**src/rtl/colour_conversion_sequencer.sv**
```systemverilog
// YUV->RGB conversion sequencer: walks Y/U/V planes per lane group,
// strobes per-lane channel loads, conversion and pipelined RGB writes.
module colour_conversion_sequencer #(
  parameter int ADDR_W   = 18,
  parameter int NUM_PIX  = 38400,
  parameter int LANES    = 2,
  parameter int DP_LAT   = 2,
  parameter int OUT_BASE = 0
) (
  input  logic                 clk,
  input  logic                 rst_n,
  input  logic                 start,
  input  logic                 stall,
  output logic                 clear,
  output logic                 rd_en,
  output logic [ADDR_W-1:0]    rd_addr,
  output logic [3*LANES-1:0]   ld_lane,
  output logic                 conv_en,
  output logic                 wr_en,
  output logic [ADDR_W-1:0]    wr_addr,
  output logic [1:0]           wr_lane,
  output logic [1:0]           wr_ch,
  output logic                 busy,
  output logic                 done
);

  localparam int PW = $clog2(NUM_PIX) + 1;
  localparam int NL = 3 * LANES;

  typedef enum logic [2:0] {
    S_IDLE,
    S_CLEAR,
    S_RUN,
    S_DRAIN,
    S_DONE
  } state_t;

  state_t state, state_nx;

  logic [PW-1:0]     rd_base, wr_base;
  logic [1:0]        rd_lane, rd_ch;
  logic [1:0]        wl_q, wc_q;
  logic              ld_vld;
  logic [3:0]        ld_idx;
  logic              cv_vld;
  logic [DP_LAT-1:0] dly;
  logic              wr_act;

  logic rd_go, rd_grp_end, rd_last;
  logic wr_go, wr_grp_end, wr_last;

  logic [ADDR_W-1:0] ch_off, rp, wp;

  assign rd_go      = (state == S_RUN) && !stall;
  assign rd_grp_end = (rd_ch == 2'd2) && (rd_lane == 2'(LANES-1));
  assign rd_last    = rd_grp_end && (rd_base == PW'(NUM_PIX-LANES));

  // write run is kicked by the delayed conv pulse and sustained by wr_act
  assign wr_go      = (wr_act || dly[DP_LAT-1]) && !stall;
  assign wr_grp_end = (wc_q == 2'd2) && (wl_q == 2'(LANES-1));
  assign wr_last    = wr_grp_end && (wr_base == PW'(NUM_PIX-LANES));

  always_ff @(posedge clk or negedge rst_n) begin
    if (!rst_n) state <= S_IDLE;
    else        state <= state_nx;
  end

  always_comb begin
    state_nx = state;
    if (!stall) begin
      unique case (state)
        S_IDLE:  if (start) state_nx = S_CLEAR;
        S_CLEAR: state_nx = S_RUN;
        S_RUN:   if (rd_last) state_nx = S_DRAIN;
        S_DRAIN: if (wr_go && wr_last) state_nx = S_DONE;
        S_DONE:  state_nx = S_IDLE;
        default: state_nx = S_IDLE;
      endcase
    end
  end

  always_ff @(posedge clk or negedge rst_n) begin
    if (!rst_n) begin
      rd_base <= '0;
      rd_lane <= '0;
      rd_ch   <= '0;
      wr_base <= '0;
      wl_q    <= '0;
      wc_q    <= '0;
      ld_vld  <= 1'b0;
      ld_idx  <= '0;
      cv_vld  <= 1'b0;
      dly     <= '0;
      wr_act  <= 1'b0;
    end else if (!stall) begin
      if (state == S_CLEAR || state == S_DONE) begin
        rd_base <= '0;
        rd_lane <= '0;
        rd_ch   <= '0;
        wr_base <= '0;
        wl_q    <= '0;
        wc_q    <= '0;
        ld_vld  <= 1'b0;
        ld_idx  <= '0;
        cv_vld  <= 1'b0;
        dly     <= '0;
        wr_act  <= 1'b0;
      end else begin
        if (rd_go) begin
          if (rd_ch == 2'd2) begin
            rd_ch <= '0;
            if (rd_lane == 2'(LANES-1)) begin
              rd_lane <= '0;
              rd_base <= rd_base + PW'(LANES);
            end else begin
              rd_lane <= rd_lane + 2'd1;
            end
          end else begin
            rd_ch <= rd_ch + 2'd1;
          end
        end
        ld_vld <= rd_go;
        ld_idx <= 4'(3 * rd_lane + rd_ch);
        cv_vld <= ld_vld && (ld_idx == 4'(NL-1));
        dly[0] <= cv_vld;
        for (int i = 1; i < DP_LAT; i++) dly[i] <= dly[i-1];
        if (wr_go) begin
          if (wr_grp_end) begin
            wr_act  <= 1'b0;
            wc_q    <= '0;
            wl_q    <= '0;
            wr_base <= wr_base + PW'(LANES);
          end else begin
            wr_act <= 1'b1;
            if (wc_q == 2'd2) begin
              wc_q <= '0;
              wl_q <= wl_q + 2'd1;
            end else begin
              wc_q <= wc_q + 2'd1;
            end
          end
        end
      end
    end
  end

  always_comb begin
    ch_off = '0;
    unique case (1'b1)
      rd_ch == 2'd1: ch_off = ADDR_W'(NUM_PIX);
      rd_ch == 2'd2: ch_off = ADDR_W'(2 * NUM_PIX);
      default:       ch_off = '0;
    endcase
  end

  assign rp = ADDR_W'(rd_base) + ADDR_W'(rd_lane);
  assign wp = ADDR_W'(wr_base) + ADDR_W'(wl_q);

  assign busy    = (state == S_CLEAR) || (state == S_RUN) || (state == S_DRAIN);
  assign clear   = (state == S_CLEAR) && !stall;
  assign done    = (state == S_DONE) && !stall;
  assign rd_en   = rd_go;
  assign ld_lane = (ld_vld && !stall) ? (NL'(1) << ld_idx) : '0;
  assign conv_en = cv_vld && !stall;
  assign wr_en   = wr_go;
  assign wr_lane = wl_q;
  assign wr_ch   = wc_q;
  assign rd_addr = busy ? (ch_off + rp) : '0;
  assign wr_addr = busy ? (ADDR_W'(OUT_BASE) + (wp << 1) + wp + ADDR_W'(wc_q)) : '0;

endmodule
```
**config.mk**
```make
export PLATFORM = sky130hd
export DESIGN_NAME = colour_conversion_sequencer
export DESIGN_NICKNAME = d
export VERILOG_FILES = /design/src/rtl/colour_conversion_sequencer.sv
export SDC_FILE = /design/constraint.sdc
export NUM_CORES = 1
export LEC_CHECK = 0
export ABC_AREA = 1
export ABC_CLOCK_PERIOD_IN_PS = 6200
export CAP_MARGIN = 20
export CORE_ASPECT_RATIO = 0.75
export CORE_UTILIZATION = 60
export CTS_CLUSTER_SIZE = 40
export DETAILED_ROUTE_END_ITERATION = 16
export PLACE_DENSITY = 0.84
export REMOVE_ABC_BUFFERS = 1
export SYNTH_ARGS = -nofsm -noshare
export SYNTH_HDL_FRONTEND = slang
export SYNTH_SLANG_ARGS = --single-unit
```
**constraint.sdc**
```tcl
create_clock -name clk -period 6.2 [get_ports clk]
set_clock_uncertainty 0.1 [all_clocks]
set_input_delay 1.55 -clock clk [delete_from_list [all_inputs] [get_ports clk]]
set_output_delay 1.55 -clock clk [all_outputs]
set_load 0.02 [all_outputs]
```
==> reports/qor.txt <==
RSZ-0062 raised after global routing: no
Run status: finished, final reports clean
Total number of vias: 5,630
Worst EP required: 4550 ps
Critical path peak fanout: 5
Final hold vios: 0
TritonCTS clock tree: built
Number of global-route vias before repair: 5,173
Leakage dissipation: 3.12 nW
Fraction of layout instances using a drive strength above 1: 4.43%
Tmin final: 5490 ps
Synthesized instance count: 831
Latest clock arrival within the worst-skew pair: 310 ps
Hold path start: dly[0]
Total half-perimeter wirelength after legalization and detailed placement: 10,500 um
Most common cell after layout, fill and taps aside: sky130_fd_sc_hd__nand2_1
Drt initial violations: 395
Sink count of the clock tree: 52
Buffers from clock root to sink, at most: 2
Count of input and output buffers: 55
First-pass GRT wire length: 23,300 um
Kind of end point of the critical path: output port
Final ANT Viol Nets: 0
Sequential area share after synthesis: 24.5%
Worst hold path type: reg2reg
Post-cts hold buffer count: 0
Simple-gate area share of the yosys netlist: 37.3%
Slew at the pin closest to its max-slew limit: 686 ps
Most frequent cells in the layout: sky130_fd_sc_hd__nand2_1, sky130_fd_sc_hd__nor2_1, sky130_fd_sc_hd__inv_1
Worst Path Arrival: 3840 ps
FMAX: 182 MHz
Number of core rows: 29
Level count of the clock H-tree: 2
EDFF count, synth: 0
Worst slew margin relative to its limit: 54.3%
CP Class: reg2out
Largest net degree at the start of global routing: 53
Area of the core: 8530 um^2
Worst hold slack: 421 ps
Drt pass-1 iters: 4
Synthesis warning total: 0
Cts repair resizes: 0
Min setup slack post-route: 705 ps
Number of CTS-inserted buffers: 5
Primary FF master, synth: sky130_fd_sc_hd__dfrtp_1
Number of max-slew violations in the final report: 0
CP Launch Type: flop
Clock slew at reported path FFs: 70 ps
Worst Setup SP: wr_base[1]
Die Footprint: 9250 um^2
Fraction of synthesized area in multiplexers: 0%
Post-route clock period utilization: 88.6%
Post-detailed-route via-to-cell ratio: 5.69
Compound-gate portion of the synthesized area: 12.4%
Power per unit of standard cell area: 400 nW/um^2
Die boundary width: 111 um
Post-synthesis xor/xnor area fraction: 1.98%
R2r startpoint: rd_lane[0]
Number of storage elements in the synthesis netlist: 52
Area added between synthesis and finish: 14.5%
Fraction of registers with async set/reset: 100%
I/O pins: 56
Starting density of the core: 62.4%
Antenna cells: 0
VDD IR-drop max: 0.266 mV
Final setup violation count: 0
Area share of fa/ha/maj cells after synthesis: 13.0%
Total length of routed wires: 13,800 um
Number of maximum-capacitance constraint violations: 0
Number of setup buffers added after CTS: 0
Post-Synthesis Cell Area: 5320 um^2
Mapped Avg Cell Area: 6.40 um^2
Clk Tree Root Cell: sky130_fd_sc_hd__clkbuf_16
Minimum setup slack after placement: 1060 ps
Largest family of logic cells by synthesized area: simple AND/OR/NAND/NOR gates
Global-route usage over all layers: 30.6%
Total global routing overflow: 0
TNS Setup: 0 ps
# DRC: 0
Chip height: 83.5 um
Number of library cell types mapped by synthesis: 42
Final standard cell utilization of the core: 71.4%
Final RePlAce weighted congestion: 0.953
Routed length per placed instance: 14.0 um
Number of nets in the layout: 937
Antenna violations before repair: 0
## path summary, 6_finish.rpt
kind / endpoint / slack [ps] / depth (start not counted)
hold reg to reg: dly[0] / 420 / 1
min in group asynchronous: wr_base[15] / 1250 / 2
hold / removal: dly[0] / 420 / 1
max in group asynchronous: rd_base[13] / 4270 / 2
setup / recovery: wr_addr[17] / 710 / 17
setup reg to reg: ld_idx[2] / 4110 / 5
## synth_stat cells (2+ instances only)
cell type                  count  area (um^2)
sky130_fd_sc_hd__buf_4         2         15.0
sky130_fd_sc_hd__o21ai_1      20          100
sky130_fd_sc_hd__buf_2         5         25.0
sky130_fd_sc_hd__a21oi_2       2         17.5
sky130_fd_sc_hd__nand2_4       2         22.5
sky130_fd_sc_hd__inv_2         7         26.3
sky130_fd_sc_hd__nand4_1      23          144
sky130_fd_sc_hd__nor2_2        6         37.5
sky130_fd_sc_hd__o31ai_1       4         30.0
sky130_fd_sc_hd__a21o_1        2         15.0
sky130_fd_sc_hd__dfrtp_1      52         1300
sky130_fd_sc_hd__buf_6         5         56.3
sky130_fd_sc_hd__o21a_1        3         22.5
sky130_fd_sc_hd__fa_1          4         80.1
sky130_fd_sc_hd__xor2_1       11         96.3
sky130_fd_sc_hd__and2_1        2         12.5
sky130_fd_sc_hd__a21oi_1      49          245
sky130_fd_sc_hd__o21bai_1      2         15.0
sky130_fd_sc_hd__o21ai_0      37          185
sky130_fd_sc_hd__clkbuf_1      2         7.51
sky130_fd_sc_hd__nand3b_1      3         22.5
sky130_fd_sc_hd__ha_1         49          613
sky130_fd_sc_hd__nand2_1     200          751
sky130_fd_sc_hd__nand3_1      64          320
sky130_fd_sc_hd__nor3b_1       2         15.0
sky130_fd_sc_hd__nand2_2       6         37.5
sky130_fd_sc_hd__nor2_1      117          439
sky130_fd_sc_hd__nor3_1       22          110
sky130_fd_sc_hd__inv_1       115          432
## through the flow
step	std cells	area, um^2	power, W
after floorplan	816	5210	0.00151
after global placement	981	5910	0.00201
after detailed placement	981	5910	0.00207
after CTS	989	6090	0.00243
after global routing	989	6090	0.00261
final	989	6090	0.00243
## registers in the layout, indices dropped and copies added, names as in the netlist
| signal | flops |
|---|---|
| rd_lane | 2 |
| ld_idx | 4 |
| rd_ch | 2 |
| cv_vld | 1 |
| wr_act | 1 |
| state | 3 |
| dly | 2 |
| wr_lane | 2 |
| rd_base | 16 |
| ld_vld | 1 |
| wr_base | 16 |
| wr_ch | 2 |
## area by class of cell
cell class	count	area, um^2
Multi-Input combinational cell	641	3440
Fill cell	706	2440
Sequential cell	52	1300
Timing Repair Buffer	57	561
Inverter	123	467
Clock buffer	7	153
Tap cell	108	135
Clock inverter	1	30.0
## where the power goes
part / switching, W / leakage, nW / total, W / internal (W)
Sequential: 0.000120 / 0.700 / 0.000547 / 0.000426
Combinational: 0.000969 / 2.33 / 0.00154 / 0.000572
Clock: 0.000134 / 0.0901 / 0.000347 / 0.000213
## routing by layer
layer,vias up,routed length [um],track usage [%]
met3,27,980,4.50
met4,0,251,10.5
met1,2578,6120,39.8
met5,-,0,0
li1,2795,-,-
met2,230,6500,52.1
## critical path, cell delays in order, from the launching register on
cell,delay (ps)
sky130_fd_sc_hd__dfrtp_1,450
sky130_fd_sc_hd__ha_1,200
sky130_fd_sc_hd__nand2_1,90
sky130_fd_sc_hd__nor2_1,140
sky130_fd_sc_hd__nand2_2,110
sky130_fd_sc_hd__nor2_1,160
sky130_fd_sc_hd__a21oi_1,90
sky130_fd_sc_hd__a21oi_1,240
sky130_fd_sc_hd__ha_1,290
sky130_fd_sc_hd__ha_1,370
sky130_fd_sc_hd__inv_1,90
sky130_fd_sc_hd__nor3_1,250
sky130_fd_sc_hd__and2_1,160
sky130_fd_sc_hd__nand2_1,50
sky130_fd_sc_hd__nand2_1,100
sky130_fd_sc_hd__nor2_1,50
sky130_fd_sc_hd__nor2_1,90
sky130_fd_sc_hd__clkdlybuf4s50_1,600
## logic make-up (layout without fill, tap and decap cells)
family                     count (synthesis)  count (layout)
and+or+nand+nor                          453             453
buffers and inverters                    138             188
xor gates and xnor gates                  12              12
adders and majority gates                 53              53
AOI/OAI and AO/OA                        123             123
DFF                                       52              52
No activity file was read; power rests on OpenSTA's default activity.
